===== config.mk =====
export PLATFORM = sky130hd
export DESIGN_NAME = hc02_tester
export DESIGN_NICKNAME = d
export VERILOG_FILES = /design/src/rtl/hc_pkg.sv /design/src/rtl/hc_sync2.sv /design/src/rtl/hc02_tester.sv
export SDC_FILE = /design/constraint.sdc
export NUM_CORES = 1
export LEC_CHECK = 0
export BUFFER_PORTS_ARGS = -buffer_cell sky130_fd_sc_hd__buf_2
export CORE_AREA = 2 2 97 99
export DETAILED_ROUTE_END_ITERATION = 12
export DIE_AREA = 0 0 99 101
export HOLD_SLACK_MARGIN = 0.02
export PLACE_DENSITY = 0.44
export SKIP_CTS_REPAIR_TIMING = 1
export SYNTH_ARGS = -nofsm -noshare
export SYNTH_HDL_FRONTEND = slang
export SYNTH_SLANG_ARGS = --single-unit
export TNS_END_PERCENT = 100

===== constraint.sdc =====
create_clock -name CLK -period 4.68 [get_ports CLK]
set_input_delay 0.234 -clock CLK [delete_from_list [all_inputs] [get_ports CLK]]
set_output_delay 0.234 -clock CLK [all_outputs]
set_load 0.02 [all_outputs]

===== src/rtl/hc_pkg.sv =====
// Shared types and constants for the 74HC02 pin-level tester.
// The synchronizer and the tester top both import this package.
package hc_pkg;
  localparam int VEC_W       = 8;
  localparam int GATES       = 4;
  localparam int SYNC_STAGES = 2;

  typedef enum logic [1:0] {
    IDLE,
    SETTLE,
    CHECK,
    FINISH
  } state_t;
endpackage


===== src/rtl/hc_sync2.sv =====
// Multi-bit flop-chain synchronizer for pin readback from a device that is
// asynchronous to clk. Each bit is synchronized on its own.
module hc_sync2
  import hc_pkg::*;
(
  input  logic             clk,
  input  logic             rst_n,
  input  logic [GATES-1:0] i_d,
  output logic [GATES-1:0] o_q
);

  logic [SYNC_STAGES-1:0][GATES-1:0] r_sync;

  // NOTE: non-blocking assignment makes each stage capture the previous stage's old value.
  always_ff @(posedge clk or negedge rst_n) begin
    if (!rst_n) begin
      r_sync <= '0;
    end else begin
      r_sync <= {r_sync[SYNC_STAGES-2:0], i_d};
    end
  end

  assign o_q = r_sync[SYNC_STAGES-1];

endmodule


===== src/rtl/hc02_tester.sv =====
// Exhaustive tester for a quad 2-input NOR device: it sweeps all 256 A/B
// patterns, compares the synchronized Y pins against ideal NOR and reports the results.
module hc02_tester
  import hc_pkg::*;
#(
  parameter int SETTLE_CYCLES = 3
) (
  input  logic       CLK,
  input  logic       RST_N,
  input  logic       START,
  output logic [4:1] A_OUT,
  output logic [4:1] B_OUT,
  input  logic [4:1] Y_IN,
  output logic       BUSY,
  output logic       DONE,
  output logic       PASS,
  output logic [8:0] ERR_CNT,
  output logic [4:1] FAIL_GATE,
  output logic [7:0] FIRST_FAIL_VEC
);

  localparam int CNT_W = $clog2(SETTLE_CYCLES);

  generate
    if (SETTLE_CYCLES < 3) begin : g_bad_settle
      $error("hc02_tester: SETTLE_CYCLES must be >= 3");
    end
  endgenerate

  state_t           r_state;
  state_t           w_state_next;
  logic [CNT_W-1:0] r_settle_cnt;
  logic [VEC_W-1:0] r_vec;
  logic [VEC_W-1:0] w_vec_inc;
  logic [GATES:1]   w_y_s;
  logic [GATES:1]   w_mismatch;
  logic             w_any_fail;
  logic             w_settle_done;
  logic             w_last_vec;
  logic [8:0]       w_err_next;

  hc_sync2 u_sync (
    .clk   (CLK),
    .rst_n (RST_N),
    .i_d   (Y_IN),
    .o_q   (w_y_s)
  );

  // Compare only in CHECK, when the pins have had SETTLE_CYCLES to propagate.
  assign w_mismatch    = (r_state == CHECK) ? (w_y_s ^ ~(A_OUT | B_OUT)) : '0;
  assign w_any_fail    = |w_mismatch;
  assign w_settle_done = (r_settle_cnt == CNT_W'(SETTLE_CYCLES - 1));
  assign w_last_vec    = (r_vec == '1);
  assign w_vec_inc     = r_vec + VEC_W'(1);
  assign w_err_next    = ERR_CNT + 9'(w_any_fail);

  always_ff @(posedge CLK or negedge RST_N) begin
    if (!RST_N) begin
      r_state <= IDLE;
    end else begin
      r_state <= w_state_next;
    end
  end

  // NOTE: the default assignment at the top of always_comb prevents latch inference.
  always_comb begin
    w_state_next = r_state;
    case (r_state)
      IDLE:    if (START) w_state_next = SETTLE;
      SETTLE:  if (w_settle_done) w_state_next = CHECK;
      CHECK:   w_state_next = w_last_vec ? FINISH : SETTLE;
      FINISH:  w_state_next = IDLE;
      default: w_state_next = IDLE;
    endcase
  end

  always_comb begin
    BUSY = (r_state == SETTLE) || (r_state == CHECK);
    DONE = (r_state == FINISH);
  end

  always_ff @(posedge CLK or negedge RST_N) begin
    if (!RST_N) begin
      r_settle_cnt   <= '0;
      r_vec          <= '0;
      A_OUT          <= '0;
      B_OUT          <= '0;
      PASS           <= 1'b0;
      ERR_CNT        <= '0;
      FAIL_GATE      <= '0;
      FIRST_FAIL_VEC <= '0;
    end else begin
      r_settle_cnt <= (r_state == SETTLE) ? r_settle_cnt + CNT_W'(1) : '0;
      case (r_state)
        IDLE: begin
          if (START) begin
            r_vec          <= '0;
            A_OUT          <= '0;
            B_OUT          <= '0;
            PASS           <= 1'b0;
            ERR_CNT        <= '0;
            FAIL_GATE      <= '0;
            FIRST_FAIL_VEC <= '0;
          end
        end
        CHECK: begin
          if (w_any_fail) begin
            FAIL_GATE <= FAIL_GATE | w_mismatch;
            ERR_CNT   <= w_err_next;
            if (ERR_CNT == '0) FIRST_FAIL_VEC <= r_vec;
          end
          // PASS uses the post-update count so it is already valid in the DONE cycle.
          if (w_last_vec) begin
            PASS <= (w_err_next == '0);
          end else begin
            r_vec <= w_vec_inc;
            A_OUT <= w_vec_inc[3:0];
            B_OUT <= w_vec_inc[7:4];
          end
        end
        FINISH: begin
          r_vec <= '0;
          A_OUT <= '0;
          B_OUT <= '0;
        end
        default: ;
      endcase
    end
  end

endmodule


[After elaboration in Yosys (flattened, before gate mapping)]
Cells that the tools add are included.
Operators by class
  eq/ne operators: 11
  bitwise logic cells: 4
  reductions and logical operators: 12
  add/subtract/negate cells: 3
  muxes and demuxes: 25
Operator list (number)
  2-to-1 mux 8 bit: 4
  case mux 4 bit (3 select lines): 2
  case mux 8 bit (3 select lines): 1
  2-to-1 mux 4 bit: 5
  logical NOT 9 bit: 2
  2-to-1 mux 9 bit: 2
  case mux 9 bit (2 select lines): 1
  case mux 8 bit (2 select lines): 1
  inequality test 2 bit (second input constant): 5
  adder 9 x 1 -> 9 bit: 1
  AND reduction 3 bit: 3
  adder 8 x 1 -> 8 bit (second input constant): 1
  == test 8 bit (second input constant): 1
  2-to-1 mux 2 bit: 4
  OR 4 bit: 2
  case mux 2 bit (4 select lines): 1
  case mux 4 bit (2 select lines): 1
  == test 2 bit (second input constant): 3
  NOT 4 bit: 1
  AND reduction 4 bit: 1
  OR reduction 4 bit: 1
  bitwise XOR 4 bit: 1
  nonzero test 3 bit: 1
  adder 2 x 1 -> 2 bit (second input constant): 1
  8 further kinds: 9
Word-level totals
  word-level logic and storage cells: 66
  register bits: 50
  output and inout port bits: 32
  input port bits: 7

[Logic depth before layout (Yosys ltp)]
Gate-level depths: netlist (run 1).
  depth in word-level cells: 9
  gate-level depth with buffers: 12
  gate-level depth less buffers: 11

[By module]
A second synthesis (run 1) with hierarchy kept.
Unflattened totals
  cell total of the unflattened synthesis: 241
  area, all modules: 2290.9 um^2
Modules (own cells, without submodules)
  hc02_tester: times used 1, area each 2060.7 um^2, cells each 229, sequential area each 850.8 um^2
  hc_sync2: times used 1, area each 230.2 um^2, cells each 12, sequential area each 200.2 um^2

[Worst setup path after synthesis (run 1)]
Ideal clock, no wire load.
  kind: flip-flop to flip-flop
  from: register r_vec[3]
  to: register PASS
  clock period less this slack: 2640 ps
  stages on the path, launching flop included: 13
  buffers on the path: 1
  required time: 4614 ps
  setup slack: 2040 ps
  arrival time: 2574 ps
  setup time: 66 ps
  cells stage by stage: dfrtp_1 > buf_6 > or3_4 > nand4_2 > nor2_1 > nor2_1 > ha_1 > ha_1 > and4_1 > nand4_1 > xnor2_1 > a211oi_1 > a22o_1
On the way
  longest elaborated chain between the ends: 3
RTL lines
  start: declaration: line hc02_tester.sv:33  | logic [VEC_W-1:0] r_vec;
  start signal: assignment: line hc02_tester.sv:116  | r_vec <= w_vec_inc;
  == test 8 bit: line hc02_tester.sv:53  | assign w_last_vec = (r_vec == '1);
  inequality test 2 bit (no line)
  AND reduction 3 bit (no line)
  end signal: assignment: line hc02_tester.sv:114  | PASS <= (w_err_next == '0);
  end: declaration: line hc02_tester.sv:16  | output logic PASS,
Every way passes these cells.
A chain may end at the register's enable or synchronous reset.

[Final worst setup path (run 1)]
  from: register r_state[0]
  to: register PASS
On the way
  longest elaborated chain between the ends: 7
  elaborated cells between the ends (all ways): 12
  those cells by class: add/sub: 1; eq/ne: 3; mux: 3; reduce/logical: 5
RTL lines
  start: declaration: line hc02_tester.sv:30  | state_t r_state;
  start signal: assignment: line hc02_tester.sv:61  | r_state <= w_state_next;
  == test 2 bit: line hc02_tester.sv:50, hc02_tester.sv:94
  2-to-1 mux 4 bit: line hc02_tester.sv:50  | assign w_mismatch = (r_state == CHECK) ? (w_y_s ^ ~(A_OUT | B_OUT)) : '0;
  OR reduction 4 bit: line hc02_tester.sv:51  | assign w_any_fail = |w_mismatch;
  adder 9 x 1 -> 9 bit: line hc02_tester.sv:55  | assign w_err_next = ERR_CNT + 9'(w_any_fail);
  logical NOT 9 bit: line hc02_tester.sv:114
  2-to-1 mux 1 bit: line hc02_tester.sv:113  | if (w_last_vec) begin
  case mux 1 bit (2 select lines): line hc02_tester.sv:94  | case (r_state)
Parallel ways exist; a longest one is shown, timed or not. The select of a mux whose other input is x is not followed.

==> impl_metrics.ini, run 1 <==
[die]
io-pin-count = 39
start_util_pct = 24.22
rows = 35
die-area_um2 = 9999
die_x_um = 99
dieHeight_um = 101
coreArea_um2 = 8977

[timing]
grt_setup_unrepaired = false
clock-skew-final_ns = 0.01117
final_max_slew_viol_count = 0
fmax_ghz = 0.3362
fin_crit_sh_pct = 63.56
fin_crit_ns = 2.975
final_hold_viol_count = 0
finalSetupViolCount = 0
tns_ns = 0
worst_slew_margin_rel_pct = 36.80
tightest_slew_ns = 0.9480

[worst_setup_path]
r2r_cells = 12
path_class = reg2reg
end_kind = flip-flop
worstPathArrival_ns = 3.21
critPathMostFrequentCell = ha_1
r2r-end = PASS$_DFFE_PN0P_
cp_max_fo = 23
rrSetupSlack_ns = 1.71
worstPathRequired_ns = 4.92
path_buf_inv = 3
slowest_stage = dfrtp_1
crit_chain = inv_1 -> ha_1 -> buf_4 -> inv_1 -> nor2_1 -> ha_1 -> ha_1 -> and4_1 -> nand4_1 -> xnor2_1 -> a211oi_1 -> a22o_1
critical_path.endpoint = PASS$_DFFE_PN0P_
cp_num_cells = 12
critPathLaunchType = flip-flop
path_delay_family = simple AND/OR/NAND/NOR gates
cp_slowest_stage_delay_ns = 0.42
startpoint = r_state[0]$_DFFE_PN0P_
reg2reg_from = r_state[0]$_DFFE_PN0P_

[global_routing]
grt_pass1_vias = 1750
grt_use_total_pct = 11.51
gr-total-overflow = 0
grt_pass1_wl_um = 9135
antenna_found_initial = 0
grt_max_degree = 43

[logic_synthesis]
netlist_top_cells_count = 42 x dfrtp_1, 22 x nand2_1, 21 x a21oi_1
netlist.area_leader.share_pct = 48.33
synth_flop_cell = dfrtp_1
ys_seq_area_share_pct = 48.33
synth_area_per_cell_um2 = 9.580
synthCells = 227
yosysMostFrequentCell = dfrtp_1
synth_warnings = 0
synth-edff-count = 0
syn_area_um2 = 2175
ys_top_cells_by_area = dfrtp_1 48%, ha_1 5.2%, a21oi_1 4.8%
synth.distinct_cells = 40
async_reset_ff_share_pct = 100.0
synth_nets = 243
synth_top_area_cell = dfrtp_1
ys_ff_latch = 42

[layout]
final_nets = 277
n_fill_cell = 952
regArea_um2 = 1051
areaGrowthSynthToFinish_pct = 16.46
drive_gt1_share_pct = 19.47
multi_input_area_um2 = 1028
n_antenna_cell = 0

[route]
drcViolationCount = 0
wire_per_inst_um = 14.58
via_count = 1784
viasPerCell = 4.783
wl_um = 5439
dr.pass1.iters = 5
drt-initial-drc-count = 143
antenna_left = 0

[clock_network]
cts_buffers = 5
clk_path_buf_depth = 2
cts_tree = built
worstSkewPairLatency_ns = 0.30
cts.sinks = 42
htreeDepth = 2
clk_pin_slew_ns = 0.08
cts-root-buf = clkbuf_8

[power_and_ir_drop]
cellPowerDensity_nw_per_um2 = 487.5
switching_share_pct = 43.67
power.total_uw = 1235
intPower_uw = 695.5
p_sw_uw = 539.1
p_clk_share_pct = 18.9
pwr-share-comb_pct = 42.5
p_seq_share_pct = 38.5
p_leak_uw = 0.001219
peakVddDrop_uv = 216.3

[outcome]
status = completed

[hold_path]
worstHoldPathType = in2reg

[job]
drv_cap = 0

[placement]
port_buffers = 38
hpwl_um = 3897
place.gp.congestion = 0.7943
-- layout by cell type, fill, tap and decap left out, types with 4 or more instances in the layout --
cell	synthesis	layout
dfrtp_1	42	42
buf_2	1	38
nand2_1	22	22
a21oi_1	21	21
nor2_1	18	18
and3_1	10	10
o21ai_1	9	9
ha_1	9	9
nor3_1	8	8
a22o_1	8	8
o21ai_0	7	7
nand3_1	7	7
inv_1	6	6
or3_1	5	5
clkbuf_8	0	5
a221o_1	4	4
-- worst reg2reg max path, cell delays in order (launching register included) --
cell and delay [ns]:
dfrtp_1 0.42, inv_1 0.12, ha_1 0.16, buf_4 0.24, inv_1 0.28, nor2_1 0.17
ha_1 0.21, ha_1 0.27, and4_1 0.32, nand4_1 0.19, xnor2_1 0.17, a211oi_1 0.19
a22o_1 0.17
-- registers in the layout (all words and copies together) (netlist names) --
| name | count |
|---|---|
| FAIL_GATE | 4 |
| B_OUT | 4 |
| A_OUT | 3 |
| ERR_CNT | 9 |
| FIRST_FAIL_VEC | 8 |
| u_sync.r_sync | 4 |
| PASS | 1 |
| r_vec | 1 |
| r_state | 2 |
| u_sync.o_q | 4 |
| r_settle_cnt | 2 |
-- metal layers --
layer	vias to the layer above	part of all wire [%]	track usage, %	wire length [um]
li1	896	-	-	-
met1	844	49	15.66	2654
met2	36	46	18.35	2501
met3	8	3.7	2.358	200
met4	0	1.5	3.793	82
met5	-	0	0	0
-- per-stage QoR --
stage	std cells	util, %	cell area, um^2	setup WS (ns)	hold slack, ns
global route	373	28.21	2532	1.398	0.02262
CTS	373	28.21	2532	1.682	0.02378
global placement	365	27.25	2446	1.790	0.3319
finish	373	28.21	2532	1.705	0.03470
floorplan	227	-	2175	2.040	-0.06159
detailed placement	365	27.25	2446	1.715	0.3356
-- worst min-delay path by stage --
stage                                    start                          to  cells past startpoint
finish                                 Y_IN[1]  u_sync.r_sync[0]$_DFF_PN0_                      1
global route                           Y_IN[2]  u_sync.r_sync[1]$_DFF_PN0_                      1
CTS                                    Y_IN[2]  u_sync.r_sync[1]$_DFF_PN0_                      1
detailed placement  u_sync.r_sync[2]$_DFF_PN0_     u_sync.o_q[2]$_DFF_PN0_                      0
global placement    u_sync.r_sync[0]$_DFF_PN0_     u_sync.o_q[0]$_DFF_PN0_                      0
floorplan                                RST_N        A_OUT[1]$_DFFE_PN0P_                      0
-- cell families after synthesis --
group / after synthesis / synth area share [%]
adder cells (fa/ha/maj): 9 / 5.178
multiplexers: 3 / 1.381
XOR/XNOR: 1 / 0.4028
flip-flops: 42 / 48.33
AND/OR/NAND/NOR: 87 / 20.71
AO/OA/AOI/OAI: 66 / 19.62
buffers and inverters: 19 / 4.372
-- area by class of cell --
type,instances,share of cell area (%)
clock inverters,2,0.5435
clock buffers,6,2.866
repair buffers,40,8.103
flip-flops and latches,42,41.50
well taps,111,5.484
inverters,6,0.8893
multi-input cells,166,40.61
-- power by group through the flow --
stage	logic, uW	registers (uW)	clock network (uW)
detailed placement	533	486	0
global placement	537	484	0
floorplan	341	513	0
global route	596	486	259
finish	525	476	234
CTS	537	478	249
No activity file was read; power rests on OpenSTA's default activity.
==> inputs of run 2 (changes only) <==
--- a/config.mk
+++ b/config.mk
@@ -10,7 +10,7 @@
 export DETAILED_ROUTE_END_ITERATION = 12
 export DIE_AREA = 0 0 99 101
 export HOLD_SLACK_MARGIN = 0.02
-export PLACE_DENSITY = 0.44
+export PLACE_DENSITY = 0.46
 export SKIP_CTS_REPAIR_TIMING = 1
 export SYNTH_ARGS = -nofsm -noshare
 export SYNTH_HDL_FRONTEND = slang
==> constraint.sdc (replaced) <==
create_clock -name CLK -period 2.6 [get_ports CLK]
set_input_delay 0.13 -clock CLK [delete_from_list [all_inputs] [get_ports CLK]]
set_output_delay 0.13 -clock CLK [all_outputs]
set_load 0.02 [all_outputs]
==> run 2 against run 1 <==
  * The flow now finishes with violations (hold timing)
  * Routed wire length up 8.8%
  * Highest routed layer unchanged
  * First-iteration DRC count shrank 39%
  * Design area up 11%
  * Global-route usage up 0.75 points
  * Via count is 8.5% higher
  * Combinational power rose by 100%
  * Flip-flop and latch count is the same
  * Critical path depth rose by 2
  * Sequential power up 76%
  * Non-clock buffer count rose by 23
  * Final cell count rose by 6.2%
==> impl_metrics.ini, run 2 (synthesized netlist as in run 1, its figures left out) <==
[timing]
fin_crit_ns = 2.449
hold_ws_ns = -0.01800
finalSetupViolCount = 0
fmax_ghz = 0.4083
final_hold_viol_count = 40
layout_setup_ws_ns = 0.1510
worst_slew_margin_rel_pct = 35.24
fin_crit_sh_pct = 94.19
final_max_slew_viol_count = 0
tns_ns = 0
clock-skew-final_ns = 0.005875
grt_setup_unrepaired = false
tightest_slew_ns = 0.9714

[route]
drcViolationCount = 0
wl_um = 5920
dr.pass1.iters = 4
drt-initial-drc-count = 87
via_count = 1935
antenna_left = 0
viasPerCell = 4.886
wire_per_inst_um = 14.95

[layout]
final_nets = 300
n_antenna_cell = 0
layout_commonest_cell = dfrtp_1
layout_common_cells = 42 x dfrtp_1, 38 x buf_2, 22 x nand2_1, 21 x a21oi_1, 21 x buf_4
drive_gt1_share_pct = 28.07
areaGrowthSynthToFinish_pct = 28.88
largestRegisters = ERR_CNT (9), FIRST_FAIL_VEC (8)
top_register = ERR_CNT
largest_reg_flops = 9
fin_area_um2 = 2803

[die]
dieHeight_um = 101
start_util_pct = 24.22
io-pin-count = 39
rows = 35
die_x_um = 99
coreArea_um2 = 8977
die-area_um2 = 9999

[worst_setup_path]
critPathLaunchType = flip-flop
end_kind = flip-flop
worstPathArrival_ns = 2.64
cp_max_fo = 7
worstPathRequired_ns = 2.79
path_class = reg2reg

[clock_network]
htreeDepth = 2
cts_tree = built
cts-root-buf = clkbuf_8
cts.sinks = 42
clk_pin_slew_ns = 0.08
clk_path_buf_depth = 2
cts_buffers = 5
worstSkewPairLatency_ns = 0.30

[outcome]
violations = hold timing
status = finished with violations

[hold_path]
worstHoldPathType = in2async

[global_routing]
grt_pass1_vias = 1845
grt_max_degree = 43
grt_pass1_wl_um = 9729
antenna_found_initial = 0
grt_use_total_pct = 12.26
gr-total-overflow = 0

[placement]
hpwl_um = 4252
port_buffers = 38
placed_area_um2 = 2541
pre_cts_slack_ns = 0.06650
place.gp.congestion = 0.7915

[job]
drv_cap = 0

[power_and_ir_drop]
power.total_uw = 2433
p_leak_uw = 0.001348
cellPowerDensity_nw_per_um2 = 868.3
peakVddDrop_uv = 364.6
[run 2: changes by cell type in the layout (fill, tap and decap cells not counted), sizes merged]
cell,previous run,this run
buf,40,59
bufinv,0,1
clkbuf,6,5
dlygate4sd3,0,4
[run 2: worst paths after layout]
kind / startpoint / endpoint / slack [ns] / depth (start not counted)
worst min-delay path: RST_N / ERR_CNT[4]$_DFFE_PN0P_ / -0.02 / 1
min in group CLK: u_sync.r_sync[0]$_DFF_PN0_ / u_sync.o_q[0]$_DFF_PN0_ / 0.35 / 0
worst max register to register: A_OUT[2]$_DFFE_PN0P_ / PASS$_DFFE_PN0P_ / 0.15 / 14
worst min register to register: u_sync.r_sync[0]$_DFF_PN0_ / u_sync.o_q[0]$_DFF_PN0_ / 0.35 / 0
max in group asynchronous: RST_N / FAIL_GATE[4]$_DFFE_PN0P_ / 2.02 / 1
worst max-delay path: A_OUT[2]$_DFFE_PN0P_ / PASS$_DFFE_PN0P_ / 0.15 / 14
[run 2: metrics by stage]
| step | instances | util [%] |
|---|---|---|
| 4_1_cts | 385 | 29.52 |
| 6_report | 396 | 31.22 |
| 3_5_place_dp | 377 | 28.31 |
| 2_1_floorplan | 227 | - |
| 5_1_grt | 396 | 31.22 |
| 3_3_place_gp | 377 | 28.31 |
[run 2: cell type report]
type / count / area (um^2)
clock buffers: 5 / 68.82
clock inverters: 3 / 40.04
fillers: 920 / 6175
inverters: 6 / 22.52
multi-input cells: 166 / 1094
flip-flops and latches: 42 / 1051
well taps: 111 / 138.9
repair buffers: 63 / 387.9
[run 2: routing by layer]
layer  share of wire, %  wire length (um)  global-route usage [%]  up-vias
met5                  0                 0                       0        -
met4                1.1                66                   3.583        0
met3                3.3               198                   2.774        6
met2                 48              2818                   19.80       30
met1                 48              2836                   16.47      951
li1                   -                 -                       -      948
[run 2: where the power goes]
group	switching, uW	internal, uW	total (uW)	leakage [uW]
sequential	85.1	755	840	0.000556
combinational	710	364	1070	0.000734
clock	236	283	519	0.0000579
[run 2: worst max-delay path, stage by stage, from the launching register on]
cell and delay, ns:
dfrtp_1 0.38, buf_4 0.17, o21ai_1 0.18, nand4_1 0.20, nor2_4 0.17, nor2_2 0.06, ha_4 0.17, ha_4 0.16
buf_4 0.12, buf_4 0.14, nand2_1 0.09, a21oi_1 0.04, o21ai_0 0.19, a211oi_1 0.09, a22o_1 0.18
